`src/rtl/hazard_pkg.sv`:
```
// hazard_pkg: shared encodings for the forwarding / hazard unit.
//   sel_t    - 2-bit ALU operand source select
//   SEL_RF   - operand from register file
//   SEL_XM   - operand forwarded from the XM latch
//   SEL_MW   - operand forwarded from the MW latch
//   ZERO_REG - hard-wired zero register, never forwarded or hazarded
package hazard_pkg;

    typedef logic [1:0] sel_t;

    localparam sel_t SEL_RF = 2'd0;
    localparam sel_t SEL_XM = 2'd1;
    localparam sel_t SEL_MW = 2'd2;

    localparam int unsigned ZERO_REG = 0;

endpackage

```
`src/rtl/hazard_bypass_unit_if.sv`:
```
// hazard_bypass_unit_if: pipeline-side signal bundle for hazard_bypass_unit.
//   Inputs to the unit : dx_rs1/2, dx_use_rs1/2, xm_rd, xm_we, xm_is_load, xm_is_store,
//                        xm_rs2, mw_rd, mw_we, md_start, md_rd, md_done
//   Outputs of the unit: sel_a, sel_b, dmem_sel, stall, md_full, md_err
// master = pipeline side, slave = hazard_bypass_unit.
interface hazard_bypass_unit_if #(
    parameter int unsigned REG_W = 5
);
    import hazard_pkg::*;

    logic [REG_W-1:0] dx_rs1;
    logic [REG_W-1:0] dx_rs2;
    logic             dx_use_rs1;
    logic             dx_use_rs2;
    logic [REG_W-1:0] xm_rd;
    logic             xm_we;
    logic             xm_is_load;
    logic             xm_is_store;
    logic [REG_W-1:0] xm_rs2;
    logic [REG_W-1:0] mw_rd;
    logic             mw_we;
    logic             md_start;
    logic [REG_W-1:0] md_rd;
    logic             md_done;

    sel_t             sel_a;
    sel_t             sel_b;
    logic             dmem_sel;
    logic             stall;
    logic             md_full;
    logic             md_err;

    modport master (
        output dx_rs1, dx_rs2, dx_use_rs1, dx_use_rs2,
        output xm_rd, xm_we, xm_is_load, xm_is_store, xm_rs2,
        output mw_rd, mw_we, md_start, md_rd, md_done,
        input  sel_a, sel_b, dmem_sel, stall, md_full, md_err
    );

    modport slave (
        input  dx_rs1, dx_rs2, dx_use_rs1, dx_use_rs2,
        input  xm_rd, xm_we, xm_is_load, xm_is_store, xm_rs2,
        input  mw_rd, mw_we, md_start, md_rd, md_done,
        output sel_a, sel_b, dmem_sel, stall, md_full, md_err
    );

endinterface

```
`src/rtl/md_pending_fifo.sv`:
```
// md_pending_fifo: in-order list of destination registers of outstanding multdiv ops.
//   clock, reset          - clock, synchronous active-high reset
//   push_i, push_rd_i     - append a destination (caller guarantees no push into a full
//                           FIFO unless done_i pops in the same cycle)
//   done_i                - oldest result is being written back; pops when non-empty
//   lkN_vld_i, lkN_src_i  - lookup ports: does any valid entry hold lkN_src_i?
//   lkN_hit_o             - lookup result; the head is excluded while it is popping
//   full_o                - occupancy == MD_DEPTH
//   err_o                 - sticky: done_i seen with the FIFO empty
module md_pending_fifo #(
    parameter int unsigned REG_W    = 5,
    parameter int unsigned MD_DEPTH = 2
) (
    input  logic             clock,
    input  logic             reset,
    input  logic             push_i,
    input  logic [REG_W-1:0] push_rd_i,
    input  logic             done_i,
    input  logic             lk0_vld_i,
    input  logic [REG_W-1:0] lk0_src_i,
    output logic             lk0_hit_o,
    input  logic             lk1_vld_i,
    input  logic [REG_W-1:0] lk1_src_i,
    output logic             lk1_hit_o,
    output logic             full_o,
    output logic             err_o
);

    localparam int unsigned PtrW = (MD_DEPTH > 1) ? $clog2(MD_DEPTH) : 1;
    localparam int unsigned CntW = $clog2(MD_DEPTH + 1);

    typedef logic [PtrW-1:0] ptr_t;
    typedef logic [CntW-1:0] cnt_t;

    logic [REG_W-1:0] mem_q [MD_DEPTH];
    ptr_t             head_q;
    ptr_t             tail_q;
    cnt_t             count_q;
    logic             err_q;
    logic             pop;
    ptr_t             scan_idx;

    // Wrap explicitly so non power-of-two depths work.
    function automatic ptr_t ptr_inc(ptr_t p);
        return (p == ptr_t'(MD_DEPTH - 1)) ? '0 : p + ptr_t'(1);
    endfunction

    assign pop    = done_i && (count_q != '0);
    assign full_o = (count_q == cnt_t'(MD_DEPTH));
    assign err_o  = err_q;

    // Walk entries oldest-first; position 0 is the head, dropped when it retires this cycle
    // because its value is already on the MW write port.
    always_comb begin
        lk0_hit_o = 1'b0;
        lk1_hit_o = 1'b0;
        scan_idx  = head_q;
        for (int k = 0; k < int'(MD_DEPTH); k++) begin
            if ((k < int'(count_q)) && !((k == 0) && pop)) begin
                if (lk0_vld_i && (mem_q[scan_idx] == lk0_src_i)) lk0_hit_o = 1'b1;
                if (lk1_vld_i && (mem_q[scan_idx] == lk1_src_i)) lk1_hit_o = 1'b1;
            end
            scan_idx = ptr_inc(scan_idx);
        end
    end

    always_ff @(posedge clock) begin
        if (reset) begin
            head_q  <= '0;
            tail_q  <= '0;
            count_q <= '0;
            err_q   <= 1'b0;
        end else begin
            if (push_i) tail_q <= ptr_inc(tail_q);
            if (pop)    head_q <= ptr_inc(head_q);
            case ({push_i, pop})
                2'b10:   count_q <= count_q + cnt_t'(1);
                2'b01:   count_q <= count_q - cnt_t'(1);
                default: count_q <= count_q;
            endcase
            if (done_i && (count_q == '0)) err_q <= 1'b1;
        end
    end

    always_ff @(posedge clock) begin
        if (push_i) mem_q[tail_q] <= push_rd_i;
    end

endmodule

```
`src/rtl/hazard_bypass_unit.sv`:
```
// hazard_bypass_unit: operand forwarding, load-use and multdiv hazard detection for the
// 5-stage pipeline.
//   clock, reset  - pipeline clock, synchronous active-high reset
//   bus (slave)   - DX/XM/MW/multdiv inputs; sel_a, sel_b, dmem_sel, stall, md_full,
//                   md_err outputs (see hazard_bypass_unit_if)
//   stat_stall_cnt, stat_fwd_cnt - saturating statistics counters, present only when
//                   HAZARD_BYPASS_STATS_EN is defined
module hazard_bypass_unit
    import hazard_pkg::*;
#(
    parameter int unsigned REG_W    = 5,
    parameter int unsigned MD_DEPTH = 2,
    parameter int unsigned CNT_W    = 32
) (
    input  logic                 clock,
    input  logic                 reset,
    hazard_bypass_unit_if.slave  bus
`ifdef HAZARD_BYPASS_STATS_EN
    ,
    output logic [CNT_W-1:0]     stat_stall_cnt,
    output logic [CNT_W-1:0]     stat_fwd_cnt
`endif
);

    localparam logic [REG_W-1:0] Zero = REG_W'(ZERO_REG);

    logic xm_m_a, xm_m_b, mw_m_a, mw_m_b;
    logic lk_a_vld, lk_b_vld, pend_a, pend_b;
    logic load_use, stall_full, stall, push, md_full;
    sel_t sel_a, sel_b;
    logic dmem_sel;

    assign xm_m_a = bus.xm_we && (bus.xm_rd == bus.dx_rs1) && (bus.dx_rs1 != Zero);
    assign xm_m_b = bus.xm_we && (bus.xm_rd == bus.dx_rs2) && (bus.dx_rs2 != Zero);
    assign mw_m_a = bus.mw_we && (bus.mw_rd == bus.dx_rs1) && (bus.dx_rs1 != Zero);
    assign mw_m_b = bus.mw_we && (bus.mw_rd == bus.dx_rs2) && (bus.dx_rs2 != Zero);

    // A load in XM has no data yet, so it is skipped and MW (older) may still forward.
    always_comb begin
        sel_a = SEL_RF;
        if (bus.dx_use_rs1) begin
            if (xm_m_a && !bus.xm_is_load) sel_a = SEL_XM;
            else if (mw_m_a)               sel_a = SEL_MW;
        end
        sel_b = SEL_RF;
        if (bus.dx_use_rs2) begin
            if (xm_m_b && !bus.xm_is_load) sel_b = SEL_XM;
            else if (mw_m_b)               sel_b = SEL_MW;
        end
    end

    assign dmem_sel = bus.xm_is_store && bus.mw_we && (bus.mw_rd == bus.xm_rs2) &&
                      (bus.xm_rs2 != Zero);

    assign load_use = bus.xm_is_load &&
                      ((bus.dx_use_rs1 && xm_m_a) || (bus.dx_use_rs2 && xm_m_b));

    assign lk_a_vld = bus.dx_use_rs1 && (bus.dx_rs1 != Zero);
    assign lk_b_vld = bus.dx_use_rs2 && (bus.dx_rs2 != Zero);

    // A full FIFO can still accept when the oldest entry retires in the same cycle.
    assign stall_full = bus.md_start && md_full && !bus.md_done;
    assign stall      = load_use || pend_a || pend_b || stall_full;
    // A stalled multdiv is re-presented next cycle, so it must not be recorded now.
    assign push       = bus.md_start && !stall;

    md_pending_fifo #(
        .REG_W    (REG_W),
        .MD_DEPTH (MD_DEPTH)
    ) u_md_pending_fifo (
        .clock     (clock),
        .reset     (reset),
        .push_i    (push),
        .push_rd_i (bus.md_rd),
        .done_i    (bus.md_done),
        .lk0_vld_i (lk_a_vld),
        .lk0_src_i (bus.dx_rs1),
        .lk0_hit_o (pend_a),
        .lk1_vld_i (lk_b_vld),
        .lk1_src_i (bus.dx_rs2),
        .lk1_hit_o (pend_b),
        .full_o    (md_full),
        .err_o     (bus.md_err)
    );

    assign bus.sel_a    = sel_a;
    assign bus.sel_b    = sel_b;
    assign bus.dmem_sel = dmem_sel;
    assign bus.stall    = stall;
    assign bus.md_full  = md_full;

`ifdef HAZARD_BYPASS_STATS_EN
    logic [CNT_W-1:0] stall_cnt_q, fwd_cnt_q;
    logic             fwd_any;

    assign fwd_any = (sel_a != SEL_RF) || (sel_b != SEL_RF) || dmem_sel;

    always_ff @(posedge clock) begin
        if (reset) begin
            stall_cnt_q <= '0;
            fwd_cnt_q   <= '0;
        end else begin
            if (stall && (stall_cnt_q != '1))  stall_cnt_q <= stall_cnt_q + CNT_W'(1);
            if (fwd_any && (fwd_cnt_q != '1))  fwd_cnt_q   <= fwd_cnt_q + CNT_W'(1);
        end
    end

    assign stat_stall_cnt = stall_cnt_q;
    assign stat_fwd_cnt   = fwd_cnt_q;
`endif

endmodule

```
`src/flat_wrapper.sv`:
```
// flat-port wrapper written by rule: the top's interface ports become plain ports
module hazard_bypass_unit_flat import hazard_pkg::*;
#(
    parameter int unsigned REG_W    = 5,
    parameter int unsigned MD_DEPTH = 2,
    parameter int unsigned CNT_W    = 32
)
  (clock, reset, bus_dx_rs1, bus_dx_rs2, bus_dx_use_rs1, bus_dx_use_rs2, bus_xm_rd, bus_xm_we, bus_xm_is_load, bus_xm_is_store, bus_xm_rs2, bus_mw_rd, bus_mw_we, bus_md_start, bus_md_rd, bus_md_done, bus_sel_a, bus_sel_b, bus_dmem_sel, bus_stall, bus_md_full, bus_md_err);
  hazard_bypass_unit_if #(.REG_W(REG_W)) bus_i ();
  input  logic clock;
  input  logic reset;
  input wire logic [$bits(bus_i.dx_rs1)-1:0] bus_dx_rs1;
  input wire logic [$bits(bus_i.dx_rs2)-1:0] bus_dx_rs2;
  input wire logic [$bits(bus_i.dx_use_rs1)-1:0] bus_dx_use_rs1;
  input wire logic [$bits(bus_i.dx_use_rs2)-1:0] bus_dx_use_rs2;
  input wire logic [$bits(bus_i.xm_rd)-1:0] bus_xm_rd;
  input wire logic [$bits(bus_i.xm_we)-1:0] bus_xm_we;
  input wire logic [$bits(bus_i.xm_is_load)-1:0] bus_xm_is_load;
  input wire logic [$bits(bus_i.xm_is_store)-1:0] bus_xm_is_store;
  input wire logic [$bits(bus_i.xm_rs2)-1:0] bus_xm_rs2;
  input wire logic [$bits(bus_i.mw_rd)-1:0] bus_mw_rd;
  input wire logic [$bits(bus_i.mw_we)-1:0] bus_mw_we;
  input wire logic [$bits(bus_i.md_start)-1:0] bus_md_start;
  input wire logic [$bits(bus_i.md_rd)-1:0] bus_md_rd;
  input wire logic [$bits(bus_i.md_done)-1:0] bus_md_done;
  output wire logic [$bits(bus_i.sel_a)-1:0] bus_sel_a;
  output wire logic [$bits(bus_i.sel_b)-1:0] bus_sel_b;
  output wire logic [$bits(bus_i.dmem_sel)-1:0] bus_dmem_sel;
  output wire logic [$bits(bus_i.stall)-1:0] bus_stall;
  output wire logic [$bits(bus_i.md_full)-1:0] bus_md_full;
  output wire logic [$bits(bus_i.md_err)-1:0] bus_md_err;
  assign bus_i.dx_rs1 = bus_dx_rs1;
  assign bus_i.dx_rs2 = bus_dx_rs2;
  assign bus_i.dx_use_rs1 = bus_dx_use_rs1;
  assign bus_i.dx_use_rs2 = bus_dx_use_rs2;
  assign bus_i.xm_rd = bus_xm_rd;
  assign bus_i.xm_we = bus_xm_we;
  assign bus_i.xm_is_load = bus_xm_is_load;
  assign bus_i.xm_is_store = bus_xm_is_store;
  assign bus_i.xm_rs2 = bus_xm_rs2;
  assign bus_i.mw_rd = bus_mw_rd;
  assign bus_i.mw_we = bus_mw_we;
  assign bus_i.md_start = bus_md_start;
  assign bus_i.md_rd = bus_md_rd;
  assign bus_i.md_done = bus_md_done;
  assign bus_sel_a = bus_i.sel_a;
  assign bus_sel_b = bus_i.sel_b;
  assign bus_dmem_sel = bus_i.dmem_sel;
  assign bus_stall = bus_i.stall;
  assign bus_md_full = bus_i.md_full;
  assign bus_md_err = bus_i.md_err;
  hazard_bypass_unit #(.REG_W(REG_W), .MD_DEPTH(MD_DEPTH), .CNT_W(CNT_W)) u_core (.clock(clock), .reset(reset), .bus(bus_i));
endmodule
```
`config.mk`:
```
export PLATFORM = sky130hd
export DESIGN_NAME = hazard_bypass_unit_flat
export DESIGN_NICKNAME = d
export VERILOG_FILES = /design/src/rtl/hazard_pkg.sv /design/src/rtl/hazard_bypass_unit_if.sv /design/src/rtl/md_pending_fifo.sv /design/src/rtl/hazard_bypass_unit.sv /design/src/flat_wrapper.sv
export SDC_FILE = /design/constraint.sdc
export NUM_CORES = 1
export LEC_CHECK = 0
export CORE_ASPECT_RATIO = 1.4
export CORE_MARGIN = 2
export CORE_UTILIZATION = 51
export CTS_BUF_LIST = sky130_fd_sc_hd__clkbuf_8
export DETAILED_ROUTE_END_ITERATION = 8
export PLACE_DENSITY_LB_ADDON = 0.08
export SLEW_MARGIN = 40
export SYNTH_ARGS = -nofsm -noshare
export SYNTH_HDL_FRONTEND = slang
export SYNTH_SLANG_ARGS = --single-unit
```
`constraint.sdc`:
```
create_clock -name clock -period 5.7 [get_ports clock]
set_input_delay 1.14 -clock clock [delete_from_list [all_inputs] [get_ports clock]]
set_output_delay 1.14 -clock clock [all_outputs]
set_load 0.005 [all_outputs]
```
==> results of run 1 <==
==> cells by family after synthesis <==
| kind of cell | synth area share (%) |
|---|---|
| compound gates | 6.50 |
| buf+inv | 6.67 |
| mux | 8.02 |
| xor+xnor | 27.8 |
| flops | 28.4 |
| simple gates | 19.3 |
| fa+ha+maj | 3.38 |
==> power by group <==
part	internal (W)	switching (W)	total (W)
Clock	0.0000476	0.0000337	0.0000813
Combinational	0.000126	0.000114	0.000241
Sequential	0.000150	0.0000253	0.000175
==> how the worst min path moves through the flow <==
| stage | startpoint | endpoint | cells after the start |
|---|---|---|---|
| after global placement | u_core.u_md_pending_fifo.err_o | u_core.u_md_pending_fifo.err_o | 2 |
| after global routing | u_core.u_md_pending_fifo.err_o | u_core.u_md_pending_fifo.err_o | 2 |
| after floorplan | u_core.u_md_pending_fifo.err_o | u_core.u_md_pending_fifo.err_o | 2 |
| final | u_core.u_md_pending_fifo.err_o | u_core.u_md_pending_fifo.err_o | 2 |
| after detailed placement | u_core.u_md_pending_fifo.err_o | u_core.u_md_pending_fifo.err_o | 2 |
| after CTS | u_core.u_md_pending_fifo.err_o | u_core.u_md_pending_fifo.err_o | 2 |
==> state kept, by name, indices dropped and copies added, names as in the netlist, named ones only <==
register / flops
u_core.u_md_pending_fifo.tail_q: 1
u_core.u_md_pending_fifo.count_q: 2
u_core.u_md_pending_fifo.head_q: 1
u_core.u_md_pending_fifo.err_o: 1
u_core.u_md_pending_fifo.mem_q: 10
==> layout make-up <==
class                      instances  area share (%)
inverter                           6            1.14
clock buffer                       3            2.10
clock inverter                     1           0.191
multi-input combinational        118            49.0
tap                               37            2.35
sequential                        16            21.4
timing repair buffer              47            23.9
==> critical path, stage by stage <==
cell	delay (ps)
clkdlybuf4s50_1	630
or4_4	210
o21ai_2	70
or4_1	550
nor4_2	180
a41oi_2	90
and3_2	210
o21ai_0	60
clkdlybuf4s50_1	520
==> synth_stat cells (all sizes together) <==
cell type,count,area (sq um)
and3,2,18.8
a211oi,1,7.51
o2111ai,1,8.76
and4,1,8.76
a32oi,1,8.76
nand2b,2,12.5
a21oi,1,5.00
xor2,17,149
or4,4,37.5
and2,1,6.26
o21ai,3,30.0
dfxtp,6,120
nand2,1,3.75
clkbuf,3,12.5
nor2b,1,6.26
nand4,2,12.5
nor3,5,25.0
ha,4,50.1
a41oi,1,16.3
mux2i,10,104
a22oi,1,12.5
xnor2,30,263
nor3b,1,7.51
inv,6,22.5
nor4,8,62.6
buf,9,63.8
nor2,14,52.6
nand3,4,32.5
edfxtp,10,300
mux2,1,15.0
o21bai,1,7.51
==> stage by stage <==
step / hold slack, ps / setup slack [ps] / power (W)
detailed placement: 462 / 882 / 0.000419
global route: 523 / 753 / 0.000531
global placement: 452 / 919 / 0.000412
finish: 467 / 901 / 0.000497
floorplan: 460 / 1920 / 0.000351
CTS: 471 / 878 / 0.000502
==> layer usage <==
metal	share of wire, %	GRT usage, %	wire [microns]
met5	0	0	0
met4	3.5	14.6	122
met3	5.2	4.20	182
met2	56	43.2	1950
met1	36	20.8	1250
==> impl_metrics.json, run 1 <==
{
  "drv_cap": 0,
  "wl_per_cell_microns": 15.4,
  "slew_headroom_pct": 71.8,
  "dp_cells": 224,
  "die_x_microns": 49.6,
  "cts-resized-gates": 0,
  "min_period_ps": 4800,
  "cts_tree": "done",
  "nets": 236,
  "setup_viol": 0,
  "final_cell_mix": "47 x clkdlybuf4s50_1, 30 x xnor2_1, 17 x xor2_1",
  "hpwl_mm": 2.95,
  "num_antenna_cells": 0,
  "gr-total-overflow": 0,
  "avgSynthCellArea_sq_um": 9.75,
  "ys_types": 40,
  "clk_latency_ps": 240,
  "start_util_pct": 52.6,
  "rr_startpoint": "u_core.u_md_pending_fifo.head_q",
  "grt_pass1_wl_mm": 5.61,
  "setup.worst_path.end_class": "output pin",
  "rsz0062_at_grt": "false",
  "leakagePower_nw": 0.663,
  "fill_cells": 238,
  "period_share_pct": 84.2,
  "worst_r2r_endpoint": "u_core.u_md_pending_fifo.count_q[1]",
  "hold_violations": 0,
  "placed_cell_area_sq_um": 1920,
  "dr.first_iter.drc_count": 13,
  "timing.fmax_ghz": 0.208,
  "setup_tns_ps": 0,
  "syn_nets": 196,
  "core-area_sq_um": 2820,
  "cts_max_level": 1,
  "fin_cells": 228,
  "gp_routability_congestion": 0.850,
  "path_class": "in -> out",
  "syn-instance-count": 152,
  "clock-sinks": 16,
  "worstRegToRegCells": 10,
  "cp.required_ps": 4560,
  "worstPathMaxFanout": 5,
  "r2r_slack_ps": 3160,
  "skew_ps": 4.81,
  "synth_seq_cells": 16,
  "crit_path_start": "bus_dx_rs2[2]",
  "drv_slew": 0,
  "grt_pass1_vias": 1292,
  "final_util_pct": 69.8,
  "clock_tree.buffer_depth": 2,
  "worst_pin_slew_ps": 419,
  "postCtsSetupBuffers": 0,
  "max-vdd-ir-drop_uv": 206,
  "via_per_inst": 5.29,
  "powerDensity_nw_per_um2": 252,
  "cp-start-kind": "primary input",
  "die_height_microns": 67.8,
  "synth_warnings": 0,
  "seq_area_sq_um": 420,
  "pin_count": 48,
  "via_count": 1207,
  "grt_max_degree": 10,
  "antenna_left": 0,
  "clk_pin_slew_ps": 60,
  "ctsHoldBuffers": 0,
  "drc": 0,
  "grt_use_total_pct": 22.2,
  "dieArea_sq_um": 3360,
  "cts_made_buffers": 3,
  "wl_mm": 3.50,
  "ys_seq_area_share_pct": 28.4,
  "drive_above_1_share_pct": 8.38,
  "portBuffers": 47,
  "status": "finished, final reports clean",
  "fp-row-count": 23,
  "multi_input_area_sq_um": 963,
  "antenna_found_initial": 0,
  "hold_class": "reg -> reg",
  "first_pass_iters": 4,
  "cts_root_buf": "clkbuf_8",
  "worstSetupEndpoint": "bus_stall",
  "fin_area_sq_um": 1970,
  "layout_commonest_cell": "clkdlybuf4s50_1",
  "netlist_area_sq_um": 1480,
  "area_delta_synth_final_pct": 32.7,
  "cp.arrival_ps": 3660
}
No activity file was read; power rests on OpenSTA's default activity.
==> inputs of run 2 (changes only) <==
- CORE_UTILIZATION: 51 -> 48
- clock period: 5.7 -> 4.53 ns (I/O delays scaled with it)
==> impl_metrics.json, run 2 (synthesis results as in run 1) <==
{
  "via_count": 1214,
  "worstRegToRegCells": 10,
  "fill_cells": 243,
  "rsz0062_at_grt": "false",
  "via_per_inst": 5.12,
  "dr.first_iter.drc_count": 22,
  "die_height_microns": 69.8,
  "crit_path_cell_trace": "clkdlybuf4s50_1 > or4_4 > o21ai_4 > nor4_1 > a41oi_2 > and3_2 > o21ai_0 > clkdlybuf4s50_1",
  "cts-resized-gates": 0,
  "wl_per_cell_microns": 15.4,
  "cpMaxStageDelayCell": "or4_4",
  "dieArea_sq_um": 3560,
  "area_delta_synth_final_pct": 37.3,
  "clock-sinks": 16,
  "cts_root_buf": "clkbuf_8",
  "rr_startpoint": "u_core.u_md_pending_fifo.head_q",
  "hold_violations": 0,
  "drc": 0,
  "antenna_found_initial": 0,
  "cts_tree": "done",
  "largest_registers": "u_core.u_md_pending_fifo.mem_q (10), u_core.u_md_pending_fifo.count_q (2)",
  "min_period_ps": 4160,
  "crit_buf_inv": 2,
  "num_antenna_cells": 0,
  "pin_count": 48,
  "grt_pass1_vias": 1367,
  "period_share_pct": 91.8,
  "status": "finished, final reports clean",
  "final_cell_mix": "47 x clkdlybuf4s50_1, 30 x xnor2_1, 17 x xor2_1",
  "gp_routability_congestion": 0.840,
  "cpMostUsedCell": "clkdlybuf4s50_1",
  "max-vdd-ir-drop_uv": 301,
  "hpwl_mm": 3.11,
  "powerDensity_nw_per_um2": 311,
  "die_x_microns": 51.0,
  "gr-total-overflow": 0,
  "timing.fmax_ghz": 0.240,
  "drv_slew": 0,
  "cp.required_ps": 3620,
  "fp-row-count": 23,
  "drv_cap": 0,
  "wl_mm": 3.65,
  "worst_r2r_endpoint": "u_core.u_md_pending_fifo.count_q[1]",
  "cp-start-kind": "primary input",
  "first_pass_iters": 4,
  "clk_latency_ps": 250,
  "worstSetupEndpoint": "bus_stall",
  "critPathMaxStageDelay_ps": 580,
  "r2r_slack_ps": 1960,
  "start_util_pct": 51.0,
  "crit_path_start": "bus_dx_rs1[1]",
  "core-area_sq_um": 2910,
  "cts_max_level": 1,
  "cts_made_buffers": 3,
  "antenna_left": 0,
  "crit_cells": 8,
  "setup.worst_path.end_class": "output pin",
  "top_register": "u_core.u_md_pending_fifo.mem_q",
  "hold_class": "reg -> reg",
  "nets": 245,
  "leakagePower_nw": 0.707,
  "hp-start": "u_core.u_md_pending_fifo.err_o",
  "portBuffers": 47,
  "largest_reg_flops": 10,
  "cp.arrival_ps": 3250,
  "setup_viol": 0,
  "drive_above_1_share_pct": 12.5,
  "worstPathMaxFanout": 3,
  "p_total_w": 0.000634,
  "slew_headroom_pct": 69.8,
  "grt_use_total_pct": 22.4,
  "clock_tree.buffer_depth": 2,
  "grt_pass1_wl_mm": 5.98,
  "path_class": "in -> out",
  "grt_max_degree": 10,
  "ctsHoldBuffers": 0,
  "cp_top_family": "simple AND/OR/NAND/NOR gates",
  "clk_pin_slew_ps": 60,
  "postCtsSetupBuffers": 0,
  "final_util_pct": 70.0,
  "worst_pin_slew_ps": 449,
  "layout_commonest_cell": "clkdlybuf4s50_1",
  "setup_tns_ps": 0,
  "skew_ps": 3.40
}
## run 2: cell count changes in the layout (fill, tap and decap cells not counted), sizes merged
cell / before / now
buf: 0 / 9
## run 2: layout make-up
type | count | area [sq um] | share of cell area, %
Timing Repair Buffer | 56 | 538 | 26.4
Clock inverter | 1 | 3.75 | 0.184
Inverter | 6 | 22.5 | 1.11
Multi-Input combinational cell | 118 | 963 | 47.3
Sequential cell | 16 | 420 | 20.7
Tap cell | 37 | 46.3 | 2.27
Clock buffer | 3 | 41.3 | 2.03
## run 2: worst min path at each step
stage,to,slack [ps],cells past startpoint
floorplan,u_core.u_md_pending_fifo.err_o,460,2
global placement,u_core.u_md_pending_fifo.err_o,450,2
detailed placement,u_core.u_md_pending_fifo.err_o,470,2
CTS,u_core.u_md_pending_fifo.err_o,490,2
global route,u_core.u_md_pending_fifo.err_o,530,2
finish,u_core.u_md_pending_fifo.err_o,470,2
## run 2: per-layer routing
layer / routed length (microns) / GRT usage [%]
met5: 0 / 0
met3: 133 / 2.16
met2: 2130 / 44.9
met1: 1320 / 21.5
met4: 73 / 9.61
## run 2: per-stage QoR
step | area (sq um) | worst slack, ps | std cells | hold WS [ps]
CTS | 2040 | 372 | 237 | 487
floorplan | 1480 | 1220 | 152 | 460
finish | 2040 | 370 | 237 | 471
global route | 2040 | 206 | 237 | 535
detailed placement | 1990 | 381 | 233 | 473
global placement | 1990 | 403 | 233 | 452
## run 2: worst reg2reg max path, cell delays in order (launching register included)
cell and delay [ps]:
dfxtp_1 540, mux2i_1 370, xnor2_1 100, or4_1 500, nor4_2 190, a41oi_2 90
nand3_4 130, ha_1 170, xor2_1 160, nor2_1 60, a211oi_1 180
## run 2: where the power goes
group | switching, W | internal [W]
Clock | 0.0000442 | 0.0000600
Sequential | 0.0000324 | 0.000188
Combinational | 0.000145 | 0.000164
==> inputs of run 3 (changes only) <==
- SKIP_CTS_REPAIR_TIMING: not set -> 1
==> results of run 3 <==
Same layout as run 2: the final DEF is identical, and so are final timing and power.
